[config.mk]
export PLATFORM = sky130hd
export DESIGN_NAME = trig_issue_flat
export DESIGN_NICKNAME = d
export VERILOG_FILES = /design/src/rtl/trig_issue_if.sv /design/src/rtl/trig_issue.sv /design/src/flat_wrapper.sv
export SDC_FILE = /design/constraint.sdc
export NUM_CORES = 1
export LEC_CHECK = 0
export BUFFER_PORTS_ARGS = -buffer_cell sky130_fd_sc_hd__buf_4
export CORE_AREA = 2 2 119 121
export CTS_CLUSTER_SIZE = 8
export DETAILED_ROUTE_END_ITERATION = 6
export DIE_AREA = 0 0 121 123
export PLACE_DENSITY = 0.75
export SKIP_LAST_GASP = 1
export SYNTH_ARGS = -nofsm -noshare
export SYNTH_HDL_FRONTEND = slang
export SYNTH_SLANG_ARGS = --single-unit
[constraint.sdc]
create_clock -name sys_clk_i -period 3.69 [get_ports sys_clk_i]
set_clock_uncertainty 0.05 [all_clocks]
set_input_delay 0.1845 -clock sys_clk_i [delete_from_list [all_inputs] [get_ports sys_clk_i]]
set_output_delay 0.1845 -clock sys_clk_i [all_outputs]
set_load 0.01 [all_outputs]
[src/rtl/trig_issue_if.sv]
`default_nettype none
// ============================================================================
//  Module   : trig_issue_if
//  Purpose  : Trigger request / issued-trigger bundle between a trigger
//             source, the trigger issuer and the buffer tracker.
//  Signals  : trig_req_i  - raw trigger request, one cycle per request
//             dead_i      - buffer tracker deadtime flag
//             trig_o      - issued trigger pulse
//             trig_addr_o - buffer address of the issued trigger
//             trig_num_o  - event number of the issued trigger
//  Revision : 1.0  initial release
// ============================================================================
interface trig_issue_if;
    logic        trig_req_i;
    logic        dead_i;
    logic        trig_o;
    logic [1:0]  trig_addr_o;
    logic [31:0] trig_num_o;

    // master: trigger source / bench side
    modport master (
        output trig_req_i,
        output dead_i,
        input  trig_o,
        input  trig_addr_o,
        input  trig_num_o
    );

    // slave: trigger issuer side
    modport slave (
        input  trig_req_i,
        input  dead_i,
        output trig_o,
        output trig_addr_o,
        output trig_num_o
    );
endinterface
`default_nettype wire

[src/rtl/trig_issue.sv]
`default_nettype none
// ============================================================================
//  Module   : trig_issue
//  Purpose  : Accepts raw trigger requests while a run is active, enforces a
//             programmable holdoff after each accepted trigger, rejects
//             requests during deadtime, and issues a one-cycle trigger pulse
//             tagged with a buffer address and event number.
//  Ports    : sys_clk_i     - system clock
//             sys_rst_n_i   - asynchronous active-low reset
//             runrst_i      - run reset pulse (start run, clear counters)
//             runstop_i     - run stop pulse
//             holdoff_i     - holdoff length in cycles, sampled at acceptance
//             trig_bus      - request/deadtime in, trigger/address/number out
//             running_o     - run active
//             rej_dead_o    - saturating count of deadtime rejections
//             rej_holdoff_o - saturating count of holdoff rejections
//  Revision : 1.0  initial release
// ============================================================================
module trig_issue #(
    parameter int HOLDOFF_W = 16
) (
    input  logic                 sys_clk_i,
    input  logic                 sys_rst_n_i,
    input  logic                 runrst_i,
    input  logic                 runstop_i,
    input  logic [HOLDOFF_W-1:0] holdoff_i,
    trig_issue_if.slave          trig_bus,
    output logic                 running_o,
    output logic [31:0]          rej_dead_o,
    output logic [31:0]          rej_holdoff_o
);

    typedef enum logic [1:0] {
        ST_STOPPED = 2'd0,
        ST_ARMED   = 2'd1,
        ST_HOLDOFF = 2'd2
    } state_t;

    // Reset: assertion passes straight through the async clear of the
    // synchroniser; deassertion is released on a clock edge so every
    // downstream flop leaves reset on the same edge.
    logic [1:0] r_rst_sync;
    logic       w_rst_n;

    always_ff @(posedge sys_clk_i or negedge sys_rst_n_i) begin
        if (!sys_rst_n_i) begin
            r_rst_sync <= 2'b00;
        end else begin
            r_rst_sync <= {r_rst_sync[0], 1'b1};
        end
    end

    assign w_rst_n = r_rst_sync[1];

    state_t                r_state;
    state_t                w_state_nxt;
    logic [HOLDOFF_W-1:0]  r_hold_cnt;
    logic [HOLDOFF_W-1:0]  w_hold_cnt_nxt;
    logic                  w_accept;
    logic                  w_rej_dead;
    logic                  w_rej_hold;
    logic                  r_trig;
    logic [1:0]            r_addr;
    logic [31:0]           r_num;
    logic [31:0]           r_rej_dead;
    logic [31:0]           r_rej_hold;

    // State register
    always_ff @(posedge sys_clk_i or negedge w_rst_n) begin
        if (!w_rst_n) begin
            r_state    <= ST_STOPPED;
            r_hold_cnt <= '0;
        end else begin
            r_state    <= w_state_nxt;
            r_hold_cnt <= w_hold_cnt_nxt;
        end
    end

    // Next state and per-request decisions. Run control pulses swallow any
    // request presented in the same cycle.
    always_comb begin
        w_state_nxt    = r_state;
        w_hold_cnt_nxt = r_hold_cnt;
        w_accept       = 1'b0;
        w_rej_dead     = 1'b0;
        w_rej_hold     = 1'b0;

        if (runrst_i) begin
            w_state_nxt = ST_ARMED;
        end else if (runstop_i) begin
            w_state_nxt = ST_STOPPED;
        end else begin
            case (r_state)
                ST_ARMED: begin
                    if (trig_bus.trig_req_i) begin
                        if (trig_bus.dead_i) begin
                            w_rej_dead = 1'b1;
                        end else begin
                            w_accept = 1'b1;
                            if (holdoff_i != '0) begin
                                w_state_nxt    = ST_HOLDOFF;
                                w_hold_cnt_nxt = holdoff_i;
                            end
                        end
                    end
                end
                ST_HOLDOFF: begin
                    // Counter holds the number of blocked cycles remaining,
                    // including the current one.
                    w_rej_hold = trig_bus.trig_req_i;
                    if (r_hold_cnt <= HOLDOFF_W'(1)) begin
                        w_state_nxt = ST_ARMED;
                    end else begin
                        w_hold_cnt_nxt = r_hold_cnt - HOLDOFF_W'(1);
                    end
                end
                default: begin
                end
            endcase
        end
    end

    // Trigger pulse, tags and rejection counters. Address and number show
    // the tag of the pulse currently on trig_o and advance once it ends.
    always_ff @(posedge sys_clk_i or negedge w_rst_n) begin
        if (!w_rst_n) begin
            r_trig     <= 1'b0;
            r_addr     <= 2'd0;
            r_num      <= 32'd0;
            r_rej_dead <= 32'd0;
            r_rej_hold <= 32'd0;
        end else begin
            r_trig <= w_accept;
            if (runrst_i) begin
                r_addr     <= 2'd0;
                r_num      <= 32'd0;
                r_rej_dead <= 32'd0;
                r_rej_hold <= 32'd0;
            end else begin
                if (r_trig) begin
                    r_addr <= r_addr + 2'd1;
                    r_num  <= r_num + 32'd1;
                end
                if (w_rej_dead && (r_rej_dead != 32'hFFFF_FFFF)) begin
                    r_rej_dead <= r_rej_dead + 32'd1;
                end
                if (w_rej_hold && (r_rej_hold != 32'hFFFF_FFFF)) begin
                    r_rej_hold <= r_rej_hold + 32'd1;
                end
            end
        end
    end

    assign trig_bus.trig_o      = r_trig;
    assign trig_bus.trig_addr_o = r_addr;
    assign trig_bus.trig_num_o  = r_num;
    assign running_o            = (r_state != ST_STOPPED);
    assign rej_dead_o           = r_rej_dead;
    assign rej_holdoff_o        = r_rej_hold;

endmodule
`default_nettype wire

[src/flat_wrapper.sv]
// flat-port wrapper written by rule: the top's interface ports become plain ports
module trig_issue_flat 
#(
    parameter int HOLDOFF_W = 16
)
  (sys_clk_i, sys_rst_n_i, runrst_i, runstop_i, holdoff_i, running_o, rej_dead_o, rej_holdoff_o, trig_bus_trig_req_i, trig_bus_dead_i, trig_bus_trig_o, trig_bus_trig_addr_o, trig_bus_trig_num_o);
  trig_issue_if trig_bus_i ();
  input  logic sys_clk_i;
  input  logic sys_rst_n_i;
  input  logic runrst_i;
  input  logic runstop_i;
  input  logic [HOLDOFF_W-1:0] holdoff_i;
  output logic running_o;
  output logic [31:0] rej_dead_o;
  output logic [31:0] rej_holdoff_o;
  input wire logic [$bits(trig_bus_i.trig_req_i)-1:0] trig_bus_trig_req_i;
  input wire logic [$bits(trig_bus_i.dead_i)-1:0] trig_bus_dead_i;
  output wire logic [$bits(trig_bus_i.trig_o)-1:0] trig_bus_trig_o;
  output wire logic [$bits(trig_bus_i.trig_addr_o)-1:0] trig_bus_trig_addr_o;
  output wire logic [$bits(trig_bus_i.trig_num_o)-1:0] trig_bus_trig_num_o;
  assign trig_bus_i.trig_req_i = trig_bus_trig_req_i;
  assign trig_bus_i.dead_i = trig_bus_dead_i;
  assign trig_bus_trig_o = trig_bus_i.trig_o;
  assign trig_bus_trig_addr_o = trig_bus_i.trig_addr_o;
  assign trig_bus_trig_num_o = trig_bus_i.trig_num_o;
  trig_issue #(.HOLDOFF_W(HOLDOFF_W)) u_core (.sys_clk_i(sys_clk_i), .sys_rst_n_i(sys_rst_n_i), .runrst_i(runrst_i), .runstop_i(runstop_i), .holdoff_i(holdoff_i), .trig_bus(trig_bus_i), .running_o(running_o), .rej_dead_o(rej_dead_o), .rej_holdoff_o(rej_holdoff_o));
endmodule
==> metrics <==
I/O pin count 122; Syn Nets 761; CP max FO 22; RSZ-0062 raised after global routing no; # Post-CTS Setup Buffers 0; post-CTS sizing 0; endpoints failing setup 0; Initial Utilization 0.492; Rows 43; setup_tns 0 ps; P per Cell Area 424 nW/µm²; top cell type's share of synthesized area 0.445; Sequential Power Share 0.430; share of cells above drive strength 1 0.211; pin count of the biggest net entering global routing 68; Clock Pin Slew Worst Setup and Hold Paths about 50 ps; Hold Fails Final Rpt 0; switch share 0.264; initial DRC count around 570; placed standard-cell area 7720 µm²; CTS max path bufs 2; hpwl dp 11.8 mm; clk sinks 119; Int Power 2.64 mW; combinational fraction of design power 0.111; CP Capture Type flip-flop; design area 8440 µm²; clk_lat worst skew 420 ps; area delta synth->final 26.0%; crit-path leading delay family simple AND/OR/NAND/NOR gates; HP Class in -> reg; Fmax about 0.33 GHz; CP Class reg -> reg; r2r setup slk 630 ps; number of distinct library cells after synthesis 65; R2R cell count 8; worst reg2reg endpoint u_core.rej_holdoff_o[24]; die width 121 µm; worst-path cell chain inv_1 > ha_1 > buf_4 > nand3b_1 > nor3_2 > o2111ai_1 > or4_1 > a21oi_1; worst hold slack about 24 ps; CTS tree built; CP Launch Type flip-flop; chip height 123 µm; Slew @ Worst Pin 1160 ps; synthesis-stage register bit count 119; vias per inst 6.02; Post-Route WL 17.4 mm; largest cells by area after synthesis dfrtp_1, nor2_1, a21oi_1; CP arrival 3350 ps; ANT nets after route 0; H-tree depth 4; vias in the first global route roughly 6.1k; Critical path origin u_core.r_state[0]; die area 14900 µm²; FFs w/ async S/R, synth 1.00; sequential area share after synthesis 0.445; max-slew violations 0; worst setup path endpoint u_core.rej_holdoff_o[24]; Peak VDD IR roughly 0.33 mV; clock power share 0.459; max_slew headroom 0.221; initial antenna violation count 0; drt wl/cell 16.6 µm; Psw 945 µW; cell count along the critical path 8; slowest cell delay on critical path between 500 and 600 ps; CTS buffer count 17; Total GRT Usage 0.241; Core ar. 13600 µm²; most used flip-flop cell after synthesis dfrtp_1; # nets final 883; Final period util 0.829; number of port buffers 121; Post-Syn Instances 731; Post-Syn Area per Cell 9.16 µm²; number of synthesized flops with an enable pin 0; status finished clean; routed via count between 6k and 7k; YS warnings 0; Ant. Diodes 0; Leak 3.56 nW; CP required 3980 ps; first-pass GRT wire length 29.1 mm; number of buffers and inverters on the critical path 2; # hold bufs at CTS 13; total gr overflow 0; Synth Cell Area 6690 µm²; Root Buffer clkbuf_16; max_cap viols 0; Pre-antenna DRT Iters 5; Remaining DRCs 0; largest area contributor in the netlist dfrtp_1; post-layout min period 3060 ps; Worst path slowest cell or4_1; GPL Wtd Cong 0.958; R2R Path Start u_core.r_state[0]
-- cells in the final DEF, fill, tap and decap left out, types with 4 or more instances in the layout --
cell,count
o21ai_0,42
nand3_1,36
nor2_1,71
nor4_1,16
dlygate4sd3_1,13
or2_2,5
clkbuf_16,17
a21oi_1,52
o31ai_1,20
clkbuf_8,4
and2_1,4
nor3_1,9
and3_1,12
nand4_1,32
a31oi_1,5
buf_4,126
o211ai_1,8
mux2_2,6
dfrtp_1,118
and4_1,6
inv_1,16
nor2b_1,11
nand2_1,53
or4_1,22
a22oi_1,4
xnor2_1,7
or3_1,38
xor2_1,27
a32oi_1,4
ha_1,8
clkinv_2,6
-- worst min-delay path by stage --
| stage | from | end | slack (ps) | depth (start not counted) |
|---|---|---|---|---|
| after floorplan | sys_rst_n_i | u_core.r_rst_sync[0] | -160 | 0 |
| after global placement | sys_rst_n_i | u_core.r_rst_sync[0] | -80 | 1 |
| after detailed placement | sys_rst_n_i | u_core.r_rst_sync[0] | -80 | 1 |
| after CTS | runstop_i | u_core.r_state[0] | 8 | 3 |
| after global routing | runstop_i | u_core.r_state[0] | 30 | 3 |
| final | holdoff_i[0] | u_core.r_hold_cnt[0] | 20 | 3 |
-- metal layers --
metal	up-vias	track usage	part of all wire
met5	-	0	0
met4	0	0.0996	0.016
met3	26	0.0484	0.057
met2	244	0.380	0.48
met1	3053	0.327	0.45
li1	2978	-	-
-- power by group through the flow --
stage | registers (mW) | logic [mW] | clock network (mW)
3_5_place_dp | 1.55 | 0.382 | 0
4_1_cts | 1.54 | 0.395 | 1.67
2_1_floorplan | 1.53 | 0.273 | 0
6_report | 1.54 | 0.396 | 1.64
3_3_place_gp | 1.55 | 0.359 | 0
5_1_grt | 1.56 | 0.447 | 1.73
-- stage by stage --
stage	setup WS (ps)	std cells	util	power, mW
floorplan	79.3	731	-	1.80
global placement	864	1001	0.567	1.91
detailed placement	688	1001	0.567	1.94
CTS	665	1046	0.620	3.60
global route	320	1046	0.620	3.73
finish	630	1046	0.620	3.58
-- sequential cells by signal (all words and copies together), names as in the netlist --
signal	count
u_core.r_hold_cnt	16
u_core.rej_dead_o	32
u_core.r_rst_sync	2
u_core.r_state	2
u_core.trig_bus.trig_num_o	32
u_core.trig_bus.trig_addr_o	2
u_core.rej_holdoff_o	32
u_core.trig_bus.trig_o	1
-- worst reg2reg max path: cells and delay by family (launching register included) --
family	cells	cell delay, ps
compound gates	2	640
fa+ha+maj	1	150
buf+inv	2	340
flops	1	390
simple gates	3	1400
-- Yosys cell counts (4+ instances only) --
cell / number
dfrtp_1: 119
nor2_1: 71
nand2_1: 53
a21oi_1: 52
o21ai_0: 42
or3_1: 38
nand3_1: 36
nand4_1: 32
clkbuf_1: 27
xor2_1: 27
or4_1: 22
o31ai_1: 20
inv_1: 16
nor4_1: 16
and3_1: 12
nor2b_1: 11
nor3_1: 9
ha_1: 8
o211ai_1: 8
xnor2_1: 7
and4_1: 6
mux2_2: 6
a31oi_1: 5
buf_2: 5
or2_2: 5
a22oi_1: 4
a32oi_1: 4
and2_1: 4
-- logic make-up (layout without fill, tap and decap cells) --
family                     count (synthesis)  in the layout  share of synthesized area
and+or+nand+nor                          337            337                      0.283
AOI/OAI and AO/OA                        169            169                      0.161
DFF                                      119            119                      0.445
buffers and inverters                     53            188                     0.0340
xor gates and xnor gates                  34             34                     0.0445
muxes                                     10             10                     0.0168
adders and majority gates                  8              8                     0.0150
other                                      1              1                   0.000560
-- final cells by class --
cell class / count / area (µm²)
Clock buffer: 23 / 488
Clock inverter: 9 / 97.6
Fill cell: 1142 / 5180
Inverter: 16 / 60.1
Multi-Input combinational cell: 559 / 3490
Sequential cell: 119 / 2980
Tap cell: 180 / 225
Timing Repair Buffer: 140 / 1100
(Power assumes the default switching activity.)
